`config.mk`:
```
export PLATFORM = sky130hd
export DESIGN_NAME = lcd_ctrl
export DESIGN_NICKNAME = d
export VERILOG_FILES = /design/src/rtl/lcd_pkg.sv /design/src/rtl/lcd_delay.sv /design/src/rtl/lcd_ctrl.sv
export SDC_FILE = /design/constraint.sdc
export NUM_CORES = 1
export LEC_CHECK = 0
export CAP_MARGIN = 20
export CORE_AREA = 2 2 94 96
export CTS_BUF_LIST = sky130_fd_sc_hd__clkbuf_4
export DETAILED_ROUTE_END_ITERATION = 10
export DIE_AREA = 0 0 96 98
export PLACE_DENSITY_LB_ADDON = 0.08
export SYNTH_ARGS = -nofsm -noshare
export SYNTH_HDL_FRONTEND = slang
export SYNTH_SLANG_ARGS = --single-unit
```
`constraint.sdc`:
```
create_clock -name clk -period 6.1 [get_ports clk]
set_input_delay 1.22 -clock clk [delete_from_list [all_inputs] [get_ports clk]]
set_output_delay 1.22 -clock clk [all_outputs]
set_load 0.01 [all_outputs]
```
`src/rtl/lcd_pkg.sv`:
```
// Shared types, HD44780 command bytes and delay helpers for the LCD controller.
package lcd_pkg;

   typedef enum logic [2:0] {
      PWR_WAIT,
      INIT_ISSUE,
      IDLE,
      SETUP,
      EN_HIGH,
      HOLD,
      WAIT
   } lcd_state_e;

   localparam logic [7:0] CLEAR      = 8'h01;
   localparam logic [7:0] HOME       = 8'h02;
   localparam logic [7:0] ENTRY_INC  = 8'h06;
   localparam logic [7:0] DISP_ON    = 8'h0C;
   localparam logic [7:0] DISP_OFF   = 8'h08;
   localparam logic [7:0] FSET_8B_2L = 8'h38;
   localparam logic [7:0] FSET_8B_1L = 8'h30;
   localparam logic [7:0] WAKE       = 8'h30;

   // Extra-long waits after the first two wake-up writes of the init sequence
   localparam int unsigned STEP0_WAIT_US = 4100;
   localparam int unsigned STEP1_WAIT_US = 100;

   localparam int unsigned INIT_STEPS = 8;

   // ceil(us * clk_hz / 1e6), evaluated in 64-bit to avoid overflow
   function automatic int unsigned us_to_cyc(input int unsigned us, input int unsigned clk_hz);
      longint unsigned prod;
      prod = longint'(us) * longint'(clk_hz);
      return 32'((prod + 64'd999999) / 64'd1000000);
   endfunction

   function automatic int unsigned max_u(input int unsigned a, input int unsigned b);
      return (a > b) ? a : b;
   endfunction

   // Clear and home (and 0x03, which decodes as home) need the long execution time
   function automatic logic is_long_cmd(input logic rs, input logic [7:0] data);
      return (rs == 1'b0) && (data == 8'h01 || data == 8'h02 || data == 8'h03);
   endfunction

endpackage

```
`src/rtl/lcd_delay.sv`:
```
// Loadable down-counter; done is high in the cycle the count sits at zero.
module lcd_delay #(
   parameter int unsigned W = 8
) (
   input  logic         clk,
   input  logic         rst,
   input  logic         load,
   input  logic [W-1:0] value,
   output logic         done,
   output logic         busy
);

   logic [W-1:0] count_q;
   logic         active_q;

   // Count down from the loaded value; a load always wins and restarts the count
   always_ff @(posedge clk or posedge rst) begin
      if (rst) begin
         count_q  <= '0;
         active_q <= 1'b0;
      end else if (load) begin
         count_q  <= value;
         active_q <= 1'b1;
      end else if (active_q) begin
         if (count_q == '0) begin
            active_q <= 1'b0;
         end else begin
            count_q <= count_q - 1'b1;
         end
      end
   end

   assign done = active_q && (count_q == '0);
   assign busy = active_q;

endmodule

```
`src/rtl/lcd_ctrl.sv`:
```
// HD44780-style 8-bit write-only LCD controller: power-on init sequence, then
// single-byte command/data writes with E strobe timing and execution waits.
module lcd_ctrl
   import lcd_pkg::*;
#(
   parameter int unsigned CLK_HZ       = 50000000,
   parameter int unsigned INIT_WAIT_US = 15000,
   parameter int unsigned CMD_WAIT_US  = 40,
   parameter int unsigned CLR_WAIT_US  = 1640,
   parameter int unsigned EN_CYC       = 12,
   parameter int unsigned TWO_LINE     = 1
) (
   input  logic       clk,
   input  logic       rst,
   input  logic       wr_valid,
   output logic       wr_ready,
   input  logic       wr_rs,
   input  logic [7:0] wr_data,
   output logic       init_done,
   output logic       data_out_on,
   output logic       data_out_en,
   output logic       data_out_rs,
   output logic       data_out_rw,
   output logic [7:0] data_out
);

   localparam int unsigned INIT_CYC  = us_to_cyc(INIT_WAIT_US, CLK_HZ);
   localparam int unsigned CMD_CYC   = us_to_cyc(CMD_WAIT_US, CLK_HZ);
   localparam int unsigned CLR_CYC   = us_to_cyc(CLR_WAIT_US, CLK_HZ);
   localparam int unsigned STEP0_CYC = us_to_cyc(STEP0_WAIT_US, CLK_HZ);
   localparam int unsigned STEP1_CYC = us_to_cyc(STEP1_WAIT_US, CLK_HZ);
   localparam int unsigned MAX_CYC   = max_u(max_u(max_u(INIT_CYC, CMD_CYC),
                                                   max_u(CLR_CYC, STEP0_CYC)),
                                             max_u(STEP1_CYC, EN_CYC));
   localparam int unsigned TW        = $clog2(MAX_CYC) + 1;

   // The power-on wait spans INIT_CYC cycles counting the PWR_WAIT load cycle,
   // the done cycle and the INIT_ISSUE cycle, so the counter gets INIT_CYC-3.
   localparam logic [TW-1:0] PWR_LOAD = TW'((INIT_CYC > 32'd3) ? INIT_CYC - 32'd3 : 32'd0);
   // Counter loads are length-1 so the state lasts exactly the requested cycles
   localparam logic [TW-1:0] EN_M1    = TW'((EN_CYC > 32'd0) ? EN_CYC - 32'd1 : 32'd0);
   localparam logic [TW-1:0] CMD_M1   = TW'((CMD_CYC > 32'd0) ? CMD_CYC - 32'd1 : 32'd0);
   localparam logic [TW-1:0] CLR_M1   = TW'((CLR_CYC > 32'd0) ? CLR_CYC - 32'd1 : 32'd0);
   localparam logic [TW-1:0] S0_M1    = TW'((STEP0_CYC > 32'd0) ? STEP0_CYC - 32'd1 : 32'd0);
   localparam logic [TW-1:0] S1_M1    = TW'((STEP1_CYC > 32'd0) ? STEP1_CYC - 32'd1 : 32'd0);

   function automatic logic [7:0] init_byte(input logic [2:0] step);
      logic [7:0] b;
      case (step)
         3'd0, 3'd1, 3'd2: b = WAKE;
         3'd3:             b = (TWO_LINE != 0) ? FSET_8B_2L : FSET_8B_1L;
         3'd4:             b = DISP_OFF;
         3'd5:             b = CLEAR;
         3'd6:             b = ENTRY_INC;
         default:          b = DISP_ON;
      endcase
      return b;
   endfunction

   function automatic logic [TW-1:0] cmd_wait(input logic rs, input logic [7:0] data);
      return is_long_cmd(rs, data) ? CLR_M1 : CMD_M1;
   endfunction

   lcd_state_e    state_q, state_d;
   logic [2:0]    step_q, step_d;
   logic          init_done_q, init_done_d;
   logic          rs_q, rs_d;
   logic [7:0]    data_q, data_d;
   logic [TW-1:0] wait_q, wait_d;
   logic          tmr_load;
   logic [TW-1:0] tmr_value;
   logic          tmr_done;
   logic          tmr_busy;
   logic [7:0]    rom_byte;

   assign rom_byte = init_byte(step_q);

   lcd_delay #(
      .W (TW)
   ) u_delay (
      .clk   (clk),
      .rst   (rst),
      .load  (tmr_load),
      .value (tmr_value),
      .done  (tmr_done),
      .busy  (tmr_busy)
   );

   // State, init progress and the captured bus byte
   always_ff @(posedge clk or posedge rst) begin
      if (rst) begin
         state_q     <= PWR_WAIT;
         step_q      <= 3'd0;
         init_done_q <= 1'b0;
         rs_q        <= 1'b0;
         data_q      <= 8'h00;
         wait_q      <= '0;
      end else begin
         state_q     <= state_d;
         step_q      <= step_d;
         init_done_q <= init_done_d;
         rs_q        <= rs_d;
         data_q      <= data_d;
         wait_q      <= wait_d;
      end
   end

   // Next-state logic; the shared timer paces power-on wait, E width and exec wait
   always_comb begin
      state_d     = state_q;
      step_d      = step_q;
      init_done_d = init_done_q;
      rs_d        = rs_q;
      data_d      = data_q;
      wait_d      = wait_q;
      tmr_load    = 1'b0;
      tmr_value   = '0;
      case (state_q)
         PWR_WAIT: begin
            if (!tmr_busy) begin
               tmr_load  = 1'b1;
               tmr_value = PWR_LOAD;
            end
            if (tmr_done) begin
               state_d = INIT_ISSUE;
            end
         end
         INIT_ISSUE: begin
            rs_d   = 1'b0;
            data_d = rom_byte;
            if (step_q == 3'd0) begin
               wait_d = S0_M1;
            end else if (step_q == 3'd1) begin
               wait_d = S1_M1;
            end else begin
               wait_d = cmd_wait(1'b0, rom_byte);
            end
            state_d = SETUP;
         end
         IDLE: begin
            if (wr_valid && wr_ready) begin
               rs_d    = wr_rs;
               data_d  = wr_data;
               wait_d  = cmd_wait(wr_rs, wr_data);
               state_d = SETUP;
            end
         end
         SETUP: begin
            tmr_load  = 1'b1;
            tmr_value = EN_M1;
            state_d   = EN_HIGH;
         end
         EN_HIGH: begin
            if (tmr_done) begin
               state_d = HOLD;
            end
         end
         HOLD: begin
            tmr_load  = 1'b1;
            tmr_value = wait_q;
            state_d   = WAIT;
         end
         WAIT: begin
            if (tmr_done) begin
               if (init_done_q) begin
                  state_d = IDLE;
               end else if (step_q == 3'(INIT_STEPS - 1)) begin
                  state_d     = IDLE;
                  init_done_d = 1'b1;
               end else begin
                  step_d  = step_q + 3'd1;
                  state_d = INIT_ISSUE;
               end
            end
         end
         default: begin
            state_d = PWR_WAIT;
         end
      endcase
   end

   // E follows state directly so an asynchronous reset drops it at once
   assign data_out_en = (state_q == EN_HIGH);
   assign data_out_rs = rs_q;
   assign data_out    = data_q;
   assign data_out_rw = 1'b0;
   assign data_out_on = ~rst;
   assign wr_ready    = (state_q == IDLE) && init_done_q;
   assign init_done   = init_done_q;

endmodule

```
==> summary.md <==
| Metric | Value |
|---|---|
| Crit Path Max Fanout | 21 |
| EDFF count, synth | 0 |
| Max cap viols | 0 |
| Top-Level Pins | 26 |
| Count leader, synth | dfrtp_1 |
| Setup CP Type | flip-flop to primary output |
| CP max stage delay | 610 ps |
| Count of buffers from port buffering | 24 |
| Area added between synthesis and finish | 11.9% |
| Antenna violations before repair | 0 |
| Buf/Inv on CP | 1 |
| Pleak | 1.22 nW |
| Post-synth ARST share | 100% |
| VDD IR-drop max | 99.5 uV |
| Clock transition at path regs | 160 ps |
| Synth top area cells | dfrtp_1, a21oi_1, nor2_1, ha_1, nor3_1 |
| Power Density | 162 nW/um2 |
| Routed WL | 7610 um |
| WHS | 479 ps |
| Total overflow reported by the global router | 0 |
| Top Metal Used | met4 |
| Final setup vio count | 0 |
| Avg Vias per Cell | 5.63 |
| Reg area | 1200 um2 |
| Synth top cells by count | dfrtp_1, nor2_1, a21oi_1 |
| Top FF cell, synth | dfrtp_1 |
| Final instance area | 3210 um2 |
| Period Utilization, post-route | 60.8% |
| Synth Register Bits | 48 |
| Synthesized net count | 344 |
| Warnings from Yosys | 0 |
| Post-Synthesis Cells | 324 |
| Layout Skew | 32.9 ps |
| Sequential share of the synthesized area | 41.8% |
| Gr usage total | 17.0% |
| DRC Markers | 0 |
| Worst-Margin Slew | 995 ps |
| Synth top area share | 41.8% |
| Mean Syn Cell Area | 8.86 um2 |
| Insertion delay to the later sink of the worst-skew pair | 380 ps |
| DR iter-0 viols | 128 |
| CP Data Required Time | 4880 ps |
| CP arrival | 2490 ps |
| Initial Util | 33.9% |
| Die ar. | 9410 um2 |
| DRT Pass-1 Iters | 4 |
| Vias in the first global route | 2403 |
| Achievable frequency | 0.269 GHz |
| Clock tree from TritonCTS | yes |
| Max_slew headroom | 33.1% |
| Setup TNS | 0 ps |
| M1 WL | 3550 um |
| PostCTS Resize Cnt | 0 |
| Antenna viol nets, final | 0 |
| Worst path slowest cell | dfrtp_1 |
| Layout net count | 352 |
| Crit start category | flip-flop |
| Share of post-route cells with drive strength above 1 | 6.04% |
| CTS Root Cell | clkbuf_4 |
| Global-route wire length before repair | 12600 um |
| Final Hold Viols | 0 |
| Ant diodes | 0 |
| Area after DPL | 3150 um2 |
| Post-synthesis cell type count | 60 |
| Status | completed |
| Chip Height | 98 um |
| Final min period | 3710 ps |
| Largest net degree at the start of global routing | 49 |
| Met2 WL | 3660 um |
| Core area | 8470 um2 |
| RSZ-0062 raised after global routing | false |
| Cts bufs inserted | 5 |
| HPWL after detailed placement | 5400 um |
| Hold Crit Class | flip-flop to flip-flop |
| Die width | 96 um |
| Wire per inst | 17.3 um |
| Critical path cell sequence | nand2b_1, nor2_1, and2_1, clkdlybuf4s50_1 |
| Multi-input gate area | 1530 um2 |
| Clock Sinks | 48 |
| Met3 WL post-DR | 254 um |
| Biggest area consumer among synthesized cells | dfrtp_1 |
| Deepest clock path buffer count | 2 |
| # rows | 34 |
| Mapped cell area | 2870 um2 |
| Hold buffer count at CTS | 0 |
| Top Family by Delay on Critical Path | simple AND/OR/NAND/NOR gates |
| Vias | 2470 |
| Post-CTS Setup Bufs | 0 |
| Final core utilization | 38.0% |
| Htree depth | 2 |
| CP Capture Type | primary output |
| Final Wtd Congestion | 0.795 |
| Fill cells | 883 |
| Slew Viols, Final | 0 |
-- cell families (layout without fill, tap and decap cells) --
kind of cell / after synthesis / count (layout) / share of synthesized area, %
buffers and inverters: 34 / 41 / 5.05
AO/OA/AOI/OAI: 96 / 96 / 22.4
adder cells (fa/ha/maj): 8 / 8 / 3.49
multiplexers: 3 / 3 / 1.13
other: 1 / 1 / 0.131
flip-flops: 48 / 48 / 41.8
XOR/XNOR: 7 / 7 / 2.14
AND/OR/NAND/NOR: 127 / 127 / 23.9
-- final timing paths --
check / startpoint / endpoint / slack [ps] / depth (start not counted)
min in group asynchronous: rst / u_delay.count_q[10]$_DFFE_PP0P_ / 1410 / 3
min: wait_q[6]$_DFFE_PP0P_ / u_delay.count_q[6]$_DFFE_PP0P_ / 480 / 2
min reg2reg: wait_q[6]$_DFFE_PP0P_ / u_delay.count_q[6]$_DFFE_PP0P_ / 480 / 2
max in group asynchronous: rst / u_delay.count_q[16]$_DFFE_PP0P_ / 4230 / 3
max: state_q[0]$_DFFE_PP0P_ / wr_ready / 2390 / 4
max reg2reg: state_q[1]$_DFFE_PP0P_ / wait_q[10]$_DFFE_PP0P_ / 3310 / 5
-- placed cells by master (no fill, tap or decap), types with 4 or more instances in the layout --
master,count
nor4_2,4
nor4_1,8
nor2_1,35
dfrtp_1,48
clkdlybuf4s50_1,24
o21ai_1,4
xor2_1,5
a31oi_1,10
nand2_1,16
or3_1,5
nor3_1,16
a21oi_1,27
nand2b_1,6
nand3_1,14
o22a_1,6
inv_1,9
clkbuf_4,5
o21ai_0,13
a22o_1,5
ha_1,8
-- area by class of cell --
class	count	area share, %
Timing Repair Buffer	25	7.71
Multi-Input combinational cell	242	47.5
Inverter	10	1.17
Sequential cell	48	37.4
Tap cell	108	4.20
Clock buffer	5	1.17
Clock inverter	1	0.934
-- through the flow --
step,setup slack [ps],instances,power [W]
3_5_place_dp,2550,433,0.000342
5_1_grt,2200,439,0.000540
6_report,2390,439,0.000520
2_1_floorplan,2610,324,0.000330
3_3_place_gp,2550,433,0.000342
4_1_cts,2370,439,0.000528
-- registers in the layout, summed over array words and instances, names as in the netlist --
register         count
data_out_rs          1
data_out             8
u_delay.count_q     21
u_delay.busy         1
init_done            1
wait_q              10
step_q               3
state_q              3
-- per-layer routing --
metal  vias up  global-route usage, %
met5         -                      0
met4         0                   4.51
met3        14                   2.85
met2        64                   27.7
met1      1187                   23.3
li1       1205                      -
-- worst min-delay path: stages (launching register included) --
cell and delay [ps]:
dfrtp_1 370, nand2_1 50, o21ai_0 60
-- report_power, final --
part	switching, W	internal [W]	leakage, nW
clock	0.000102	0.0000823	0.0371
combinational	0.00000970	0.00000749	0.639
sequential	0.0000000618	0.000318	0.546
(Power assumes the default switching activity.)
